===== config.mk =====
export PLATFORM = sky130hd
export DESIGN_NAME = md_unit_iter_flat
export DESIGN_NICKNAME = d
export VERILOG_FILES = /design/src/rtl/md_unit_iter_if.sv /design/src/rtl/md_unit_iter.sv /design/src/flat_wrapper.sv
export SDC_FILE = /design/constraint.sdc
export NUM_CORES = 2
export LEC_CHECK = 0
export CAP_MARGIN = 5
export CORE_ASPECT_RATIO = 1.4
export CORE_MARGIN = 3
export CORE_UTILIZATION = 35
export DETAILED_ROUTE_END_ITERATION = 16
export MAX_ROUTING_LAYER = met4
export PLACE_DENSITY = 0.48
export SYNTH_ARGS = -nofsm -noshare
export SYNTH_HDL_FRONTEND = slang
export SYNTH_SLANG_ARGS = --single-unit

===== constraint.sdc =====
create_clock -name clk -period 22 [get_ports clk]
set_input_delay 3.3 -clock clk [delete_from_list [all_inputs] [get_ports clk]]
set_output_delay 3.3 -clock clk [all_outputs]
set_load 0.02 [all_outputs]

===== src/rtl/md_unit_iter_if.sv =====
// Issue/result bundle between the EX-stage control and the HI/LO multiply/divide unit.
// The master issues operations; the unit (slave) drives the status and HI/LO outputs.
interface md_unit_iter_if #(
   parameter int WIDTH = 32
);
   logic             start;
   logic [3:0]       op;
   logic [WIDTH-1:0] src_a;
   logic [WIDTH-1:0] src_b;
   logic             cancel;
   logic             busy;
   logic             done;
   logic [WIDTH-1:0] hi;
   logic [WIDTH-1:0] lo;

   modport master (
      output start, op, src_a, src_b, cancel,
      input  busy, done, hi, lo
   );

   modport slave (
      input  start, op, src_a, src_b, cancel,
      output busy, done, hi, lo
   );
endinterface


===== src/rtl/md_unit_iter.sv =====
// HI/LO multiply/divide unit: fixed-latency multiply with accumulate modes and a
// one-bit-per-cycle restoring divider; mthi/mtlo write HI/LO directly.
module md_unit_iter #(
   parameter int WIDTH    = 32,
   parameter int MULT_LAT = 5,
   parameter int CNT_W    = 6
) (
   input  logic         clk,
   input  logic         reset,
   md_unit_iter_if.slave bus
);
   typedef enum logic [1:0] {S_IDLE, S_MUL, S_DIV} state_e;
   typedef enum logic [1:0] {ACC_LOAD, ACC_ADD, ACC_SUB} acc_e;

   localparam logic [3:0] OP_MULT  = 4'd0, OP_MULTU = 4'd1, OP_DIV   = 4'd2;
   localparam logic [3:0] OP_DIVU  = 4'd3, OP_MADD  = 4'd4, OP_MADDU = 4'd5;
   localparam logic [3:0] OP_MSUB  = 4'd6, OP_MSUBU = 4'd7, OP_MTHI  = 4'd8;
   localparam logic [3:0] OP_MTLO  = 4'd9;

   state_e                    state_q;
   logic [CNT_W-1:0]          cnt_q;
   logic [WIDTH-1:0]          hi_q, lo_q;
   logic                      busy_q, done_q;
   logic signed [2*WIDTH-1:0] prod_q;
   acc_e                      acc_q;
   logic [WIDTH-1:0]          rem_q, quo_q, dvs_q;
   logic                      qneg_q, rneg_q, dz_q;

   // Two's-complement negate when the result sign must be flipped back.
   function automatic logic [WIDTH-1:0] fix_sign(input logic neg, input logic [WIDTH-1:0] v);
      return neg ? (~v + 1'b1) : v;
   endfunction

   function automatic logic [WIDTH-1:0] abs_val(input logic sgn, input logic [WIDTH-1:0] v);
      return (sgn && v[WIDTH-1]) ? (~v + 1'b1) : v;
   endfunction

   logic                      issue, is_mul, is_div, mul_sgn, div_sgn;
   acc_e                      acc_d;
   logic signed [2*WIDTH-1:0] ma, mb, prod_d, mul_res;
   logic [WIDTH:0]            trial;
   logic [WIDTH-1:0]          diff, rem_d, quo_d;
   logic                      ge;

   always_comb begin
      issue   = bus.start && !bus.cancel && !busy_q;
      is_mul  = (bus.op == OP_MULT) || (bus.op == OP_MULTU) ||
                ((bus.op >= OP_MADD) && (bus.op <= OP_MSUBU));
      is_div  = (bus.op == OP_DIV) || (bus.op == OP_DIVU);
      mul_sgn = (bus.op == OP_MULT) || (bus.op == OP_MADD) || (bus.op == OP_MSUB);
      div_sgn = (bus.op == OP_DIV);
      acc_d   = ACC_LOAD;
      if ((bus.op == OP_MADD) || (bus.op == OP_MADDU)) acc_d = ACC_ADD;
      if ((bus.op == OP_MSUB) || (bus.op == OP_MSUBU)) acc_d = ACC_SUB;

      // Sign/zero-extend to full product width; the low 2*WIDTH bits are exact either way.
      ma      = {{WIDTH{mul_sgn & bus.src_a[WIDTH-1]}}, bus.src_a};
      mb      = {{WIDTH{mul_sgn & bus.src_b[WIDTH-1]}}, bus.src_b};
      prod_d  = ma * mb;

      case (acc_q)
         ACC_ADD: mul_res = $signed({hi_q, lo_q}) + prod_q;
         ACC_SUB: mul_res = $signed({hi_q, lo_q}) - prod_q;
         default: mul_res = prod_q;
      endcase

      // Restoring step: the partial remainder always fits WIDTH bits, even for a zero divisor.
      trial = {rem_q, quo_q[WIDTH-1]};
      ge    = (trial >= {1'b0, dvs_q});
      diff  = trial[WIDTH-1:0] - dvs_q;
      rem_d = ge ? diff : trial[WIDTH-1:0];
      quo_d = {quo_q[WIDTH-2:0], ge};
   end

   always_ff @(posedge clk) begin
      if (reset) begin
         state_q <= S_IDLE;
         cnt_q   <= '0;
         hi_q    <= '0;
         lo_q    <= '0;
         busy_q  <= 1'b0;
         done_q  <= 1'b0;
      end else begin
         done_q <= 1'b0;
         case (state_q)
            S_IDLE: begin
               if (issue && is_mul) begin
                  prod_q  <= prod_d;
                  acc_q   <= acc_d;
                  cnt_q   <= CNT_W'(MULT_LAT - 1);
                  busy_q  <= 1'b1;
                  state_q <= S_MUL;
               end else if (issue && is_div) begin
                  quo_q   <= abs_val(div_sgn, bus.src_a);
                  dvs_q   <= abs_val(div_sgn, bus.src_b);
                  rem_q   <= '0;
                  qneg_q  <= div_sgn & (bus.src_a[WIDTH-1] ^ bus.src_b[WIDTH-1]);
                  rneg_q  <= div_sgn & bus.src_a[WIDTH-1];
                  dz_q    <= (bus.src_b == '0);
                  cnt_q   <= CNT_W'(WIDTH - 1);
                  busy_q  <= 1'b1;
                  state_q <= S_DIV;
               end else if (issue && (bus.op == OP_MTHI)) begin
                  hi_q <= bus.src_a;
               end else if (issue && (bus.op == OP_MTLO)) begin
                  lo_q <= bus.src_a;
               end
            end
            S_MUL: begin
               if (cnt_q == '0) begin
                  {hi_q, lo_q} <= mul_res;
                  busy_q       <= 1'b0;
                  done_q       <= 1'b1;
                  state_q      <= S_IDLE;
               end else begin
                  cnt_q <= cnt_q - 1'b1;
               end
            end
            S_DIV: begin
               rem_q <= rem_d;
               quo_q <= quo_d;
               if (cnt_q == '0) begin
                  // A zero divisor leaves the remainder equal to |a|, so the fix-up restores a.
                  lo_q    <= dz_q ? '1 : fix_sign(qneg_q, quo_d);
                  hi_q    <= fix_sign(rneg_q, rem_d);
                  busy_q  <= 1'b0;
                  done_q  <= 1'b1;
                  state_q <= S_IDLE;
               end else begin
                  cnt_q <= cnt_q - 1'b1;
               end
            end
            default: state_q <= S_IDLE;
         endcase
      end
   end

   assign bus.busy = busy_q;
   assign bus.done = done_q;
   assign bus.hi   = hi_q;
   assign bus.lo   = lo_q;
endmodule


===== src/flat_wrapper.sv =====
// flat-port wrapper written by rule: the top's interface ports become plain ports
module md_unit_iter_flat 
#(
   parameter int WIDTH    = 32,
   parameter int MULT_LAT = 5,
   parameter int CNT_W    = 6
)
  (clk, reset, bus_start, bus_op, bus_src_a, bus_src_b, bus_cancel, bus_busy, bus_done, bus_hi, bus_lo);
  md_unit_iter_if #(.WIDTH(WIDTH)) bus_i ();
  input  logic clk;
  input  logic reset;
  input wire logic [$bits(bus_i.start)-1:0] bus_start;
  input wire logic [$bits(bus_i.op)-1:0] bus_op;
  input wire logic [$bits(bus_i.src_a)-1:0] bus_src_a;
  input wire logic [$bits(bus_i.src_b)-1:0] bus_src_b;
  input wire logic [$bits(bus_i.cancel)-1:0] bus_cancel;
  output wire logic [$bits(bus_i.busy)-1:0] bus_busy;
  output wire logic [$bits(bus_i.done)-1:0] bus_done;
  output wire logic [$bits(bus_i.hi)-1:0] bus_hi;
  output wire logic [$bits(bus_i.lo)-1:0] bus_lo;
  assign bus_i.start = bus_start;
  assign bus_i.op = bus_op;
  assign bus_i.src_a = bus_src_a;
  assign bus_i.src_b = bus_src_b;
  assign bus_i.cancel = bus_cancel;
  assign bus_busy = bus_i.busy;
  assign bus_done = bus_i.done;
  assign bus_hi = bus_i.hi;
  assign bus_lo = bus_i.lo;
  md_unit_iter #(.WIDTH(WIDTH), .MULT_LAT(MULT_LAT), .CNT_W(CNT_W)) u_core (.clk(clk), .reset(reset), .bus(bus_i));
endmodule

Word level (Yosys, flattened, before mapping)
Index checks and enable logic that the tools add are counted.
{"block": "classes", "addsub": 8, "mul": 1, "order_cmp": 3, "eq_ne": 24, "mux": 40, "n_bitwise": 12, "n_reduce_logical": 35}
{"op": "two-way mux 32 bit", "n": 21}
{"op": "case mux 32 bit (3 select lines)", "n": 2}
{"op": "adder 32 x 1 -> 32 bit (second input constant)", "n": 4}
{"op": "NOT 32 bit", "n": 4}
{"op": "case mux 32 bit (2 select lines)", "n": 2}
{"op": "case mux 64 bit (2 select lines)", "n": 1}
{"op": "adder 64 bit", "n": 1}
{"op": "multiplier 33 x 33 -> 64 bit", "n": 1}
{"op": "subtractor 64 bit", "n": 1}
{"op": "greater-or-equal comparator 33 x 32 -> 1 bit", "n": 1}
{"op": "logical NOT 32 bit", "n": 1}
{"op": "subtractor 32 bit", "n": 1}
{"op": "two-way mux 6 bit", "n": 3}
{"op": "== test 4 x 3 -> 1 bit (second input constant)", "n": 4}
{"op": "inequality test 2 x 1 -> 1 bit (second input constant)", "n": 6}
{"op": "case mux 6 bit (2 select lines)", "n": 1}
{"op": "logical AND 1 bit", "n": 9}
{"op": "AND reduction 3 bit", "n": 3}
{"op": "== test 4 x 2 -> 1 bit (second input constant)", "n": 2}
{"op": "== test 4 bit (second input constant)", "n": 2}
{"op": "inequality test 2 bit (second input constant)", "n": 4}
{"op": "AND reduction 4 bit", "n": 2}
{"op": "logical OR 1 bit", "n": 7}
{"op": "AND reduction 7 bit", "n": 1}
{"op": "23 further kinds", "n": 39}
{"block": "word_totals", "register_bits": 239, "input_bits": 72, "output_inout_bits": 66, "elab_cells": 137}

Depth between registers and ports, before layout
{"block": "logic_depth", "ltp_word": 9, "mapped_depth": 35, "depth_no_buf": 32}

Least setup slack after synthesis
No wires, ideal clock.
{"block": "synth_timing", "path_type": "input port to flip-flop", "startpoint": "input bus_op[1]", "endpoint": "register u_core.prod_q[56] (data pin)", "setup_ns": 0.258, "arrival_ns": 11.353, "t_required_ns": 21.742, "path_slack_ns": 10.389, "cell_stages": 32, "n_path_buf": 2, "cell_sequence": "nor2b_1 -> nor3_1 -> and2_1 -> clkbuf_1 -> clkbuf_1 -> nand2_1 -> inv_1 -> fa_1 -> inv_1 -> fa_1 -> inv_1 -> fa_1 -> inv_1 -> fa_1 -> fa_1 -> fa_1 -> fa_1 -> fa_1 -> inv_1 -> ha_1 -> a21o_1 -> a21o_1 -> a21oi_1 -> o21ai_0 -> a221oi_1 -> nor2_1 -> a211oi_1 -> o21ai_0 -> a2111oi_0 -> o21bai_1 -> a21oi_1 -> xnor2_1"}
{"block": "synth_between", "elab_chain_len": 5, "word_cells_on_any_way": 8, "cone_classes": "mul: 1; eq/ne: 2; bitwise: 2; reduce/logical: 3"}
{"element": "from (decl)", "line_no": "flat_wrapper.sv:13", "text": "input wire logic [$bits(bus_i.op)-1:0] bus_op;"}
{"element": "== test 4 x 3 -> 1 bit / logical NOT 4 bit (equally long branches)", "line_no": "md_unit_iter.sv:50", "text": "mul_sgn = (bus.op == OP_MULT) || (bus.op == OP_MADD) || (bus.op == OP_MSUB);"}
{"element": "logical OR 1 bit", "line_no": "md_unit_iter.sv:50"}
{"element": "logical OR 1 bit *", "line_no": "md_unit_iter.sv:50"}
{"element": "AND 1 bit (on tied branches)", "line_no": "md_unit_iter.sv:57, md_unit_iter.sv:58"}
{"element": "multiplier 33 x 33 -> 64 bit *", "line_no": "md_unit_iter.sv:59", "text": "prod_d = ma * mb;"}
{"element": "via u_core.prod_d[56]", "line_no": "md_unit_iter.sv:40", "text": "logic signed [2*WIDTH-1:0] ma, mb, prod_d, mul_res;"}
{"element": "to (signal assigned)", "line_no": "md_unit_iter.sv:88", "text": "prod_q <= prod_d;"}
{"element": "to (decl)", "line_no": "md_unit_iter.sv:24", "text": "logic signed [2*WIDTH-1:0] prod_q;"}
The timed path passes the listed nets; every way through them passes the cells marked *.
A chain may end at the register's enable or synchronous reset.

Final worst setup path
Ends and elaborated chain as after synthesis.

==> results.ini <==
[final_layout]
final_core_util_pct=37.7
drive_above_1_share_pct=4.12
syn_to_final_growth_pct=6.93
n_fill_cell=16800
nNetsFinal=8002

[die]
die_w_um=350
fp-row-count=176
die_y_um=487
coreArea_sq_mm=0.164
io_pins=138
initial_utilization_pct=35.2
die-area_sq_mm=0.171

[timing]
hold_violations=0
drv_slew=0
slew_headroom_pct=20.3
min_period_ns=13.00
setup_violations=0
whs_ns=0.478
rsz0062_at_grt=no
fmax_ghz=0.0769
fin_crit_sh_pct=59.1
setup_tns_ns=0
worst_clock_skew_ns=0.0197
worst_pin_slew_ns=1.20

[synth]
avgSynthCellArea_sq_um=8.76
syn_nets=8135
syn_area_sq_mm=0.0579
synth_edf_count=165
synth-seq-cells=239
synth_top_area_cell=fa_1
synth_top_flop_cell=edfxtp_1
ys_seq_area_share_pct=11.1
synth.top_cell.area_share_pct=38.9
yosysMostFrequentCell=inv_1
yosysUniqueCellTypes=98
async_flop_share_pct=0
syn_inst=6616
yosys-top-cells-count=inv_1, fa_1, nand2_1
yosys_warnings=0
synth_area_leaders=fa_1, edfxtp_1, inv_1

[placed_design]
dp.final_hpwl_um=160000
io_buffer_count=137
gp_congestion=0.956

[routing]
vias_per_cell=5.29
via_count=45800
dr.max_layer_used=met4
drt_iter0_drc=2987
routedWlPerCell_um=24.4
wl_met3_um=10600
met1Wirelength_um=85000
wirelength_um=211000
drtPass1Iterations=6
route.met2.wl_um=104000
ant_nets=0
drc_errors=0

[clock_tree]
cts_max_path_buffers=3
cts_hold_buf=0
cts_buffers=27
clk_pin_slew_worst_paths_ns=0.07
cts-htree-levels=1
clk-insertion-delay-late_ns=0.61
post_cts_buffers=0
cts_num_sinks=239
cts_tree=done
cts_resized=0
cts-root-buf=clkbuf_16

[worst_setup_path]
worst_ep_arrival_time_ns=13.36
max_stage_delay_ns=0.73
worstSetupPathType=input pin to register
path_max_fanout=20
critical_path.slowest_cell=and2_1
worstPathRequired_ns=22.36
crit_top_cell=fa_1
worst_setup_path_end_kind=register
cp-start-kind=input pin

[hold_path]
hold_path.class=register to register

[global_routing]
grt_max_degree=76
grt_pass1_vias=49300
grt_pass1_wl_um=319000
grt_overflow=0
antenna_found_initial=25
grt_usage_pct=25.8

[run_status]
status=complete, no violations

[run]
drv_cap=0

layout by cell type, fill, tap and decap left out, types with 22 or more instances in the layout:
cell type / Yosys / layout
clkbuf_16: 0 / 27
a221oi_1: 33 / 33
edfxtp_1: 165 / 165
a31oi_1: 29 / 29
a211oi_1: 31 / 31
and2_1: 395 / 395
o21ai_0: 204 / 204
inv_1: 1192 / 1192
o21bai_1: 22 / 22
nor2_1: 307 / 306
buf_2: 9 / 53
dfxtp_1: 74 / 74
mux2i_1: 26 / 26
a21o_1: 97 / 97
xnor2_1: 239 / 239
o31ai_1: 26 / 26
nand2_1: 954 / 952
or3_1: 39 / 39
a21oi_1: 289 / 289
and3_1: 30 / 30
nor3_1: 87 / 85
clkdlybuf4s50_1: 0 / 84
nor4_1: 26 / 24
xor2_1: 89 / 89
fa_1: 1127 / 1127
or4_1: 22 / 22
ha_1: 320 / 316
nand4_1: 28 / 28
nor2b_1: 22 / 22
nand2b_1: 34 / 34
buf_4: 0 / 97
nand3_1: 50 / 50
logic make-up after synthesis:
group	count (synthesis)	share of synthesized area [%]
adder cells (fa/ha/maj)	1447	45.9
flip-flops	239	11.1
AO/OA/AOI/OAI	930	10.5
XOR/XNOR	328	4.96
multiplexers	30	0.527
buffers and inverters	1590	10.3
AND/OR/NAND/NOR	2052	16.7
through the flow:
step	setup slack [ns]	instances	instance area (sq um)
2_1_floorplan	10.39	6616	57900
3_3_place_gp	8.49	8590	61000
3_5_place_dp	8.40	8590	61000
4_1_cts	9.02	8640	61900
5_1_grt	8.37	8648	61900
6_report	9.00	8653	61900
cell type report:
class,count,area (sq um),area share (%)
Timing Repair Buffer,234,1830,2.96
Multi-Input combinational cell,4787,45600,73.6
Clock inverter,22,245,0.396
Antenna cell,13,32.5,0.0525
Sequential cell,239,6440,10.4
Inverter,1194,4480,7.23
Clock buffer,28,679,1.10
Tap cell,2136,2670,4.31
flip-flops by register name (all words and copies together), names as in the netlist:
| name | count |
|---|---|
| u_core.prod_q | 64 |
| u_core.bus.hi | 32 |
| u_core.bus.lo | 32 |
| u_core.dvs_q | 32 |
| u_core.quo_q | 32 |
| u_core.rem_q | 32 |
| u_core.cnt_q | 6 |
| u_core.acc_q | 2 |
| u_core.state_q | 2 |
| u_core.bus.busy | 1 |
| u_core.bus.done | 1 |
| u_core.dz_q | 1 |
| u_core.qneg_q | 1 |
| u_core.rneg_q | 1 |
critical path: cells and delay by family:
family | cells | cell delay [ns]
buf+inv | 7 | 1.81
compound gates | 10 | 2.52
simple gates | 5 | 1.36
xor+xnor | 1 | 0.08
fa+ha+maj | 9 | 4.25
layer usage:
layer / up-vias / global-route usage, %
met5: - / -
met4: 0 / 11.3
met3: 341 / 2.20
met2: 1401 / 43.9
met1: 23600 / 31.3
li1: 20400 / -
final timing paths:
kind	startpoint	end	slack (ns)	cells after the start
min	u_core.bus.lo[17]$_SDFFE_PP0P_	u_core.bus.lo[17]$_SDFFE_PP0P_	0.48	2
max reg2reg	u_core.prod_q[4]$_DFFE_PP_	u_core.bus.hi[28]$_SDFFE_PP0P_	14.60	19
max	bus_op[1]	u_core.prod_q[56]$_DFFE_PP_	9.00	32
min reg2reg	u_core.bus.lo[17]$_SDFFE_PP0P_	u_core.bus.lo[17]$_SDFFE_PP0P_	0.48	2
Power is not shown: default switching activity piles up to over one toggle a cycle in this logic, so the estimate is an artifact.
